===== config.mk =====
export PLATFORM = sky130hd
export DESIGN_NAME = pu4_operand_loader
export DESIGN_NICKNAME = d
export VERILOG_FILES = /design/src/rtl/pu4_pkg.sv /design/src/rtl/pu4_lane_collector.sv /design/src/rtl/pu4_operand_loader.sv
export SDC_FILE = /design/constraint.sdc
export NUM_CORES = 1
export LEC_CHECK = 0
export CAP_MARGIN = 20
export CORE_AREA = 2 2 72 74
export DETAILED_ROUTE_END_ITERATION = 16
export DIE_AREA = 0 0 74 76
export MAX_ROUTING_LAYER = met4
export PLACE_DENSITY = 0.74
export SLEW_MARGIN = 25
export SYNTH_ARGS = -nofsm -noshare
export SYNTH_HDL_FRONTEND = slang
export SYNTH_HIERARCHICAL = 1
export SYNTH_SLANG_ARGS = --single-unit

===== constraint.sdc =====
create_clock -name clk -period 1.8 [get_ports clk]
set_clock_uncertainty 0.1 [all_clocks]
set_input_delay 0.45 -clock clk [delete_from_list [all_inputs] [get_ports clk]]
set_output_delay 0.45 -clock clk [all_outputs]
set_load 0.02 [all_outputs]

===== src/rtl/pu4_pkg.sv =====
// Shared definitions for the PU4 operand loader slice.
// Build option: PU4_LOADER_PAD_EN enables early group termination via in_last.
package pu4_pkg;

  localparam int XLEN      = 5;
  localparam int PU4_LANES = 4;

  typedef enum logic [0:0] {
    FILL = 1'b0,
    HOLD = 1'b1
  } pu4_state_e;

  typedef logic [XLEN-1:0] pu4_word_t;

endpackage


===== src/rtl/pu4_lane_collector.sv =====
// Collection register for the PU4 operand loader: gathers words into four
// lanes and flags the word that completes a bundle.
// Build option: PU4_LOADER_PAD_EN lets in_last complete a bundle early,
// zero-filling the lanes that were not written.
module pu4_lane_collector
  import pu4_pkg::*;
#(
  parameter int XLEN = pu4_pkg::XLEN
) (
  input  logic                             clk,
  input  logic                             rst,
  input  logic                             accept,
  input  logic [XLEN-1:0]                  in_data,
  input  logic                             in_last,
  output logic                             complete,
  output logic                             comp_last,
  output logic [PU4_LANES-1:0][XLEN-1:0]   comp_lanes,
  output logic                             held_last,
  output logic [PU4_LANES-1:0][XLEN-1:0]   held_lanes
);

  logic [PU4_LANES-1:0][XLEN-1:0] col_r;
  logic [PU4_LANES-1:0][XLEN-1:0] lanes_s;
  logic [1:0]                     idx_r;
  logic                           last_r;
  logic                           complete_s;
  logic                           last_s;

`ifndef PU4_LOADER_PAD_EN
  // in_last has no effect when padding is disabled.
  logic unused_last_s;
  assign unused_last_s = in_last;
`endif

  // Bundle view including this cycle's word, with unwritten lanes zeroed on completion.
  always_comb begin
    lanes_s    = col_r;
    complete_s = 1'b0;
    last_s     = 1'b0;
    if (accept) begin
      lanes_s[idx_r] = in_data;
`ifdef PU4_LOADER_PAD_EN
      complete_s = (idx_r == 2'd3) || in_last;
      last_s     = in_last;
`else
      complete_s = (idx_r == 2'd3);
      last_s     = 1'b0;
`endif
    end else begin
      complete_s = 1'b0;
      last_s     = 1'b0;
    end
    for (int i = 0; i < PU4_LANES; i++) begin
      lanes_s[i] = (complete_s && (i > int'(idx_r))) ? {XLEN{1'b0}} : lanes_s[i];
    end
  end

  // Store accepted words; the completed bundle stays here while the output is busy.
  always_ff @(posedge clk or negedge rst) begin
    if (!rst) begin
      col_r  <= {(PU4_LANES*XLEN){1'b0}};
      idx_r  <= 2'd0;
      last_r <= 1'b0;
    end else if (accept) begin
      col_r  <= lanes_s;
      last_r <= last_s;
      idx_r  <= complete_s ? 2'd0 : (idx_r + 2'd1);
    end
  end

  assign complete   = complete_s;
  assign comp_last  = last_s;
  assign comp_lanes = lanes_s;
  assign held_last  = last_r;
  assign held_lanes = col_r;

endmodule


===== src/rtl/pu4_operand_loader.sv =====
// Operand loader for PU4: packs a serial word stream into 4-lane bundles
// with a collection register plus an output register (double buffer).
// Build option: PU4_LOADER_PAD_EN enables in_last padding and out_last.
module pu4_operand_loader
  import pu4_pkg::*;
#(
  parameter int XLEN = pu4_pkg::XLEN
) (
  input  logic            clk,
  input  logic            rst,
  input  logic [XLEN-1:0] in_data,
  input  logic            in_valid,
  input  logic            in_last,
  output logic            in_ready,
  output logic [XLEN-1:0] num1,
  output logic [XLEN-1:0] num2,
  output logic [XLEN-1:0] num3,
  output logic [XLEN-1:0] num4,
  output logic            out_valid,
  input  logic            out_ready,
  output logic            out_last
);

  pu4_state_e                     state_r;
  pu4_state_e                     state_nxt_s;
  logic [PU4_LANES-1:0][XLEN-1:0] out_r;
  logic                           out_valid_r;
  logic                           out_last_r;
  logic                           valid_nxt_s;
  logic                           load_s;
  logic                           load_held_s;
  logic                           in_ready_s;
  logic                           accept_s;
  logic                           xfer_s;
  logic                           slot_free_s;
  logic                           complete_s;
  logic                           comp_last_s;
  logic                           held_last_s;
  logic [PU4_LANES-1:0][XLEN-1:0] comp_lanes_s;
  logic [PU4_LANES-1:0][XLEN-1:0] held_lanes_s;

  assign in_ready_s  = (state_r == FILL);
  assign accept_s    = in_valid & in_ready_s;
  assign xfer_s      = out_valid_r & out_ready;
  assign slot_free_s = ~out_valid_r | xfer_s;

  pu4_lane_collector #(
    .XLEN(XLEN)
  ) u_collector (
    .clk        (clk),
    .rst        (rst),
    .accept     (accept_s),
    .in_data    (in_data),
    .in_last    (in_last),
    .complete   (complete_s),
    .comp_last  (comp_last_s),
    .comp_lanes (comp_lanes_s),
    .held_last  (held_last_s),
    .held_lanes (held_lanes_s)
  );

  // Next state and output-register load decisions.
  always_comb begin
    state_nxt_s = state_r;
    valid_nxt_s = out_valid_r & ~xfer_s;
    load_s      = 1'b0;
    load_held_s = 1'b0;
    case (state_r)
      FILL: begin
        if (complete_s) begin
          if (slot_free_s) begin
            load_s      = 1'b1;
            valid_nxt_s = 1'b1;
          end else begin
            // Output still stalled: the bundle waits in the collector.
            state_nxt_s = HOLD;
            valid_nxt_s = 1'b1;
          end
        end else begin
          state_nxt_s = FILL;
        end
      end
      HOLD: begin
        if (xfer_s) begin
          load_s      = 1'b1;
          load_held_s = 1'b1;
          valid_nxt_s = 1'b1;
          state_nxt_s = FILL;
        end else begin
          state_nxt_s = HOLD;
        end
      end
      default: begin
        state_nxt_s = FILL;
        valid_nxt_s = 1'b0;
      end
    endcase
  end

  // State register and output bundle register; lanes only change on a load.
  always_ff @(posedge clk or negedge rst) begin
    if (!rst) begin
      state_r     <= FILL;
      out_valid_r <= 1'b0;
      out_last_r  <= 1'b0;
      out_r       <= {(PU4_LANES*XLEN){1'b0}};
    end else begin
      state_r     <= state_nxt_s;
      out_valid_r <= valid_nxt_s;
      if (load_s) begin
        out_r      <= load_held_s ? held_lanes_s : comp_lanes_s;
        out_last_r <= load_held_s ? held_last_s  : comp_last_s;
      end
    end
  end

  assign in_ready  = in_ready_s;
  assign out_valid = out_valid_r;
  assign out_last  = out_last_r;
  assign num1      = out_r[0];
  assign num2      = out_r[1];
  assign num3      = out_r[2];
  assign num4      = out_r[3];

endmodule


==> results.cfg <==
[timing]
timing_worst_slew_pin_value_ps = 537
final_critical_path_setup_slack_ps = -22.3
achievable-frequency_mhz = 549
setup_viol_count_final = 2
rsz0062_at_grt = yes
period_needed_ps = 1820
fin_tns_setup_ps = -24.6
final_max_slew_viol_count = 0
timing_hold_violations_final = 0
final.period_utilization_pct = 101
headroom_to_the_max_slew_limit_pct = 64.1

[global_routing]
wire_length_of_the_first_global_routing_pass_um = 9290
antenna_found_initial = 0
gr-usage-all-layers_pct = 22.5
maximum_number_of_pins_on_one_net_before_global_route_repair = 39
globalRouteOverflowTotal = 0
vias_in_the_first_global_route = 1854

[die]
fp.dieH_um = 76
die_w_um = 74
floorplan.rows = 26
boundary_pins = 33
die_area_um2 = 5620
start_util_pct = 47.0
area_of_the_core_region_um2 = 4910

[yosys]
yosys.cell_types.count = 29
netlist.top_cell.by_area = sky130_fd_sc_hd__dfrtp_1
ys_async_sr_fraction_pct = 100
synth_enable_flop_cells = 0
synth_flop_type = sky130_fd_sc_hd__dfrtp_1
yosys-top-cells-area = sky130_fd_sc_hd__dfrtp_1 (49%), sky130_fd_sc_hd__o221a_2 (9.8%), sky130_fd_sc_hd__or2_2 (5.7%)
synthCells = 202
netlist_area_before_placement_um2 = 2310
synthesis.area_per_instance_um2 = 11.4
synth_largest_type_area_fraction_pct = 48.8
yosysSeqAreaShare_pct = 48.8
number_of_warning_messages_in_the_yosys_log = 6
postSynthRegisterBits = 45

[setup_path]
crit_slowest_cell = sky130_fd_sc_hd__dfrtp_1
worst-path-buf-inv = 2
worstSetupEndpointType = register
timing.setup.critical_path_class = reg2reg
critPathRequiredTime_ps = 1880
max_stage_delay_ps = 380
timing.critical_path.cells = buf_4, inv_1, ha_2, nand2_8, mux2_2, o221a_4
worst-r2r-setup-slack_ps = -20
worst_r2r_startpoint = u_collector/idx_r[0]
crit-reg2reg-capture = num1[3]
crit_family = flip-flops
critical_path.startpoint_type = register
timing.critical_path.fanout_max = 10
worst_r2r_path_depth = 6
arr_time_crit_path_ps = 1900

[clock_tree]
clock_tree.buffer_depth = 2
tritoncts = yes
clkTransAtPathRegs_ps = 90
cts_htree_levels = 2
cts_sinks = 45
root_buffer = sky130_fd_sc_hd__clkbuf_8
tritoncts.num_buffers = 5
clock_latency_ps = 290

[power]
share_comb_of_total_power_pct = 53.9
power.ir.vdd_worst_uv = 800
p_sw_mw = 2.08
p_leak_nw = 1.34
power-per-cell-area_nw_per_um2 = 1710
power.share.clock_pct = 13.5
swShare_pct = 37.8
p_int_mw = 3.42
seq_power_share_pct = 32.6

[route]
detail_route.vias_per_cell = 5.68
drt.antenna.violating_nets = 0
post_drt_wl_per_cell_um = 18.1
drc = 0
drt_pass1_iterations = 4
finalWirelength_um = 5890
overall_via_count_from_detail_route = 1847
count_of_routing_violations_after_the_opening_detailed_route_iteration = 144

[place]
place.gp.congestion = 0.800
postPlaceCellArea_um2 = 2800
port_buffer_cells = 31
dp_hpwl_um = 3320

[outcome]
outcome = finished with violations
violations_in_the_final_reports = setup timing

[layout]
insertedDiodeCount = 0
postLayoutCellArea_um2 = 3220
fin_util_pct = 65.6
fin_nets = 273
area_overhead_of_the_layout_relative_to_synthesis_pct = 39.4
final_layout_size_suffix_gt1_share_pct = 43.1

[job]
cap_violations = 0

[worst_hold_path]
holdCritPathClass = in2async
-- synth_stat cells, types with 8 or more instances --
cell	number
sky130_fd_sc_hd__a21oi_1	12
sky130_fd_sc_hd__a32o_1	10
sky130_fd_sc_hd__buf_4	8
sky130_fd_sc_hd__dfrtp_1	45
sky130_fd_sc_hd__ha_1	8
sky130_fd_sc_hd__inv_1	10
sky130_fd_sc_hd__mux2_2	10
sky130_fd_sc_hd__nand2_1	9
sky130_fd_sc_hd__nand3_1	11
sky130_fd_sc_hd__o221a_2	20
sky130_fd_sc_hd__o22ai_1	11
sky130_fd_sc_hd__or2_2	21
-- cell families after synthesis --
group,synth area share (%)
DFF,48.8
other,0.162
buffers and inverters,6.12
muxes,5.31
and+or+nand+nor,11.8
adders and majority gates,4.33
AOI/OAI and AO/OA,23.6
-- sequential cells by signal (all words and copies together), names as in the netlist --
name / count
u_collector/held_lanes: 20
num1: 5
num2: 5
num3: 5
num4: 5
u_collector/idx_r: 2
out_last: 1
out_valid: 1
state_r: 1
-- cell usage in the layout (no fill, tap or decap), types with 3 or more instances in the layout --
master                             n
sky130_fd_sc_hd__nand3_1          11
sky130_fd_sc_hd__a21oi_1           9
sky130_fd_sc_hd__buf_4            21
sky130_fd_sc_hd__ha_1              4
sky130_fd_sc_hd__o21ai_0           3
sky130_fd_sc_hd__dlygate4sd2_1    23
sky130_fd_sc_hd__o22ai_1           9
sky130_fd_sc_hd__dfrtp_1          44
sky130_fd_sc_hd__ha_2              3
sky130_fd_sc_hd__a32o_1           10
sky130_fd_sc_hd__o221a_2           6
sky130_fd_sc_hd__nand2_1           9
sky130_fd_sc_hd__clkdlybuf4s50_1   5
sky130_fd_sc_hd__mux2_2           10
sky130_fd_sc_hd__or2_2            21
sky130_fd_sc_hd__a21oi_2           3
sky130_fd_sc_hd__o221a_4          14
sky130_fd_sc_hd__o21a_1            5
sky130_fd_sc_hd__clkbuf_8          5
sky130_fd_sc_hd__inv_1             8
-- area by class of cell --
cell class | count | area (um^2)
inverters | 10 | 40.0
flip-flops and latches | 45 | 1130
fillers | 384 | 1690
well taps | 70 | 87.6
multi-input cells | 134 | 1290
clock buffers | 5 | 68.8
repair buffers | 59 | 574
clock inverters | 2 | 35.0
-- metrics by stage --
step / hold WS [ps] / power, mW / instances / worst slack [ps]
finish: 3.67 / 5.49 / 325 / -22.3
CTS: 14.4 / 5.20 / 325 / -44.0
global route: 37.2 / 5.84 / 325 / -92.9
floorplan: 54.4 / 3.38 / 203 / 0.711
detailed placement: 338 / 4.33 / 311 / -784
global placement: 335 / 4.24 / 311 / -693
-- power groups by stage --
stage / registers, mW / clock network (mW) / logic, mW
2_1_floorplan: 2.04 / 0 / 1.34
3_3_place_gp: 1.75 / 0 / 2.49
3_5_place_dp: 1.76 / 0 / 2.56
4_1_cts: 1.77 / 0.754 / 2.68
5_1_grt: 1.87 / 0.789 / 3.19
6_report: 1.79 / 0.742 / 2.96
-- how the worst max path moves through the flow --
stage                                     from       to  slack (ps)  depth (start not counted)
after detailed placement              in_valid  num2[3]        -780                          6
after floorplan           u_collector/idx_r[1]  num2[0]         0.7                          6
after global routing      u_collector/idx_r[1]  num2[0]         -90                          8
final                     u_collector/idx_r[0]  num1[3]         -20                          6
after CTS                 u_collector/idx_r[1]  num1[4]         -40                          7
after global placement                in_valid  num3[3]        -690                          6
-- per-layer routing --
metal	up-vias	part of all wire, %	routed length (um)	track usage, %
met5	-	0	0	-
met4	0	0.71	42	6.91
met3	7	5.5	323	3.97
met2	46	52	3070	35.9
met1	923	42	2460	28.9
li1	871	-	-	-
-- repair_timing --
action                     4_1_cts  5_1_grt
hold buffers                     0        0
setup endpoints to repair       49       24
pin swaps                       10        9
gates cloned                     3        1
setup buffers                    4        1
gates resized for setup         46       27
Note: power is estimated with default switching activity, not from simulation.
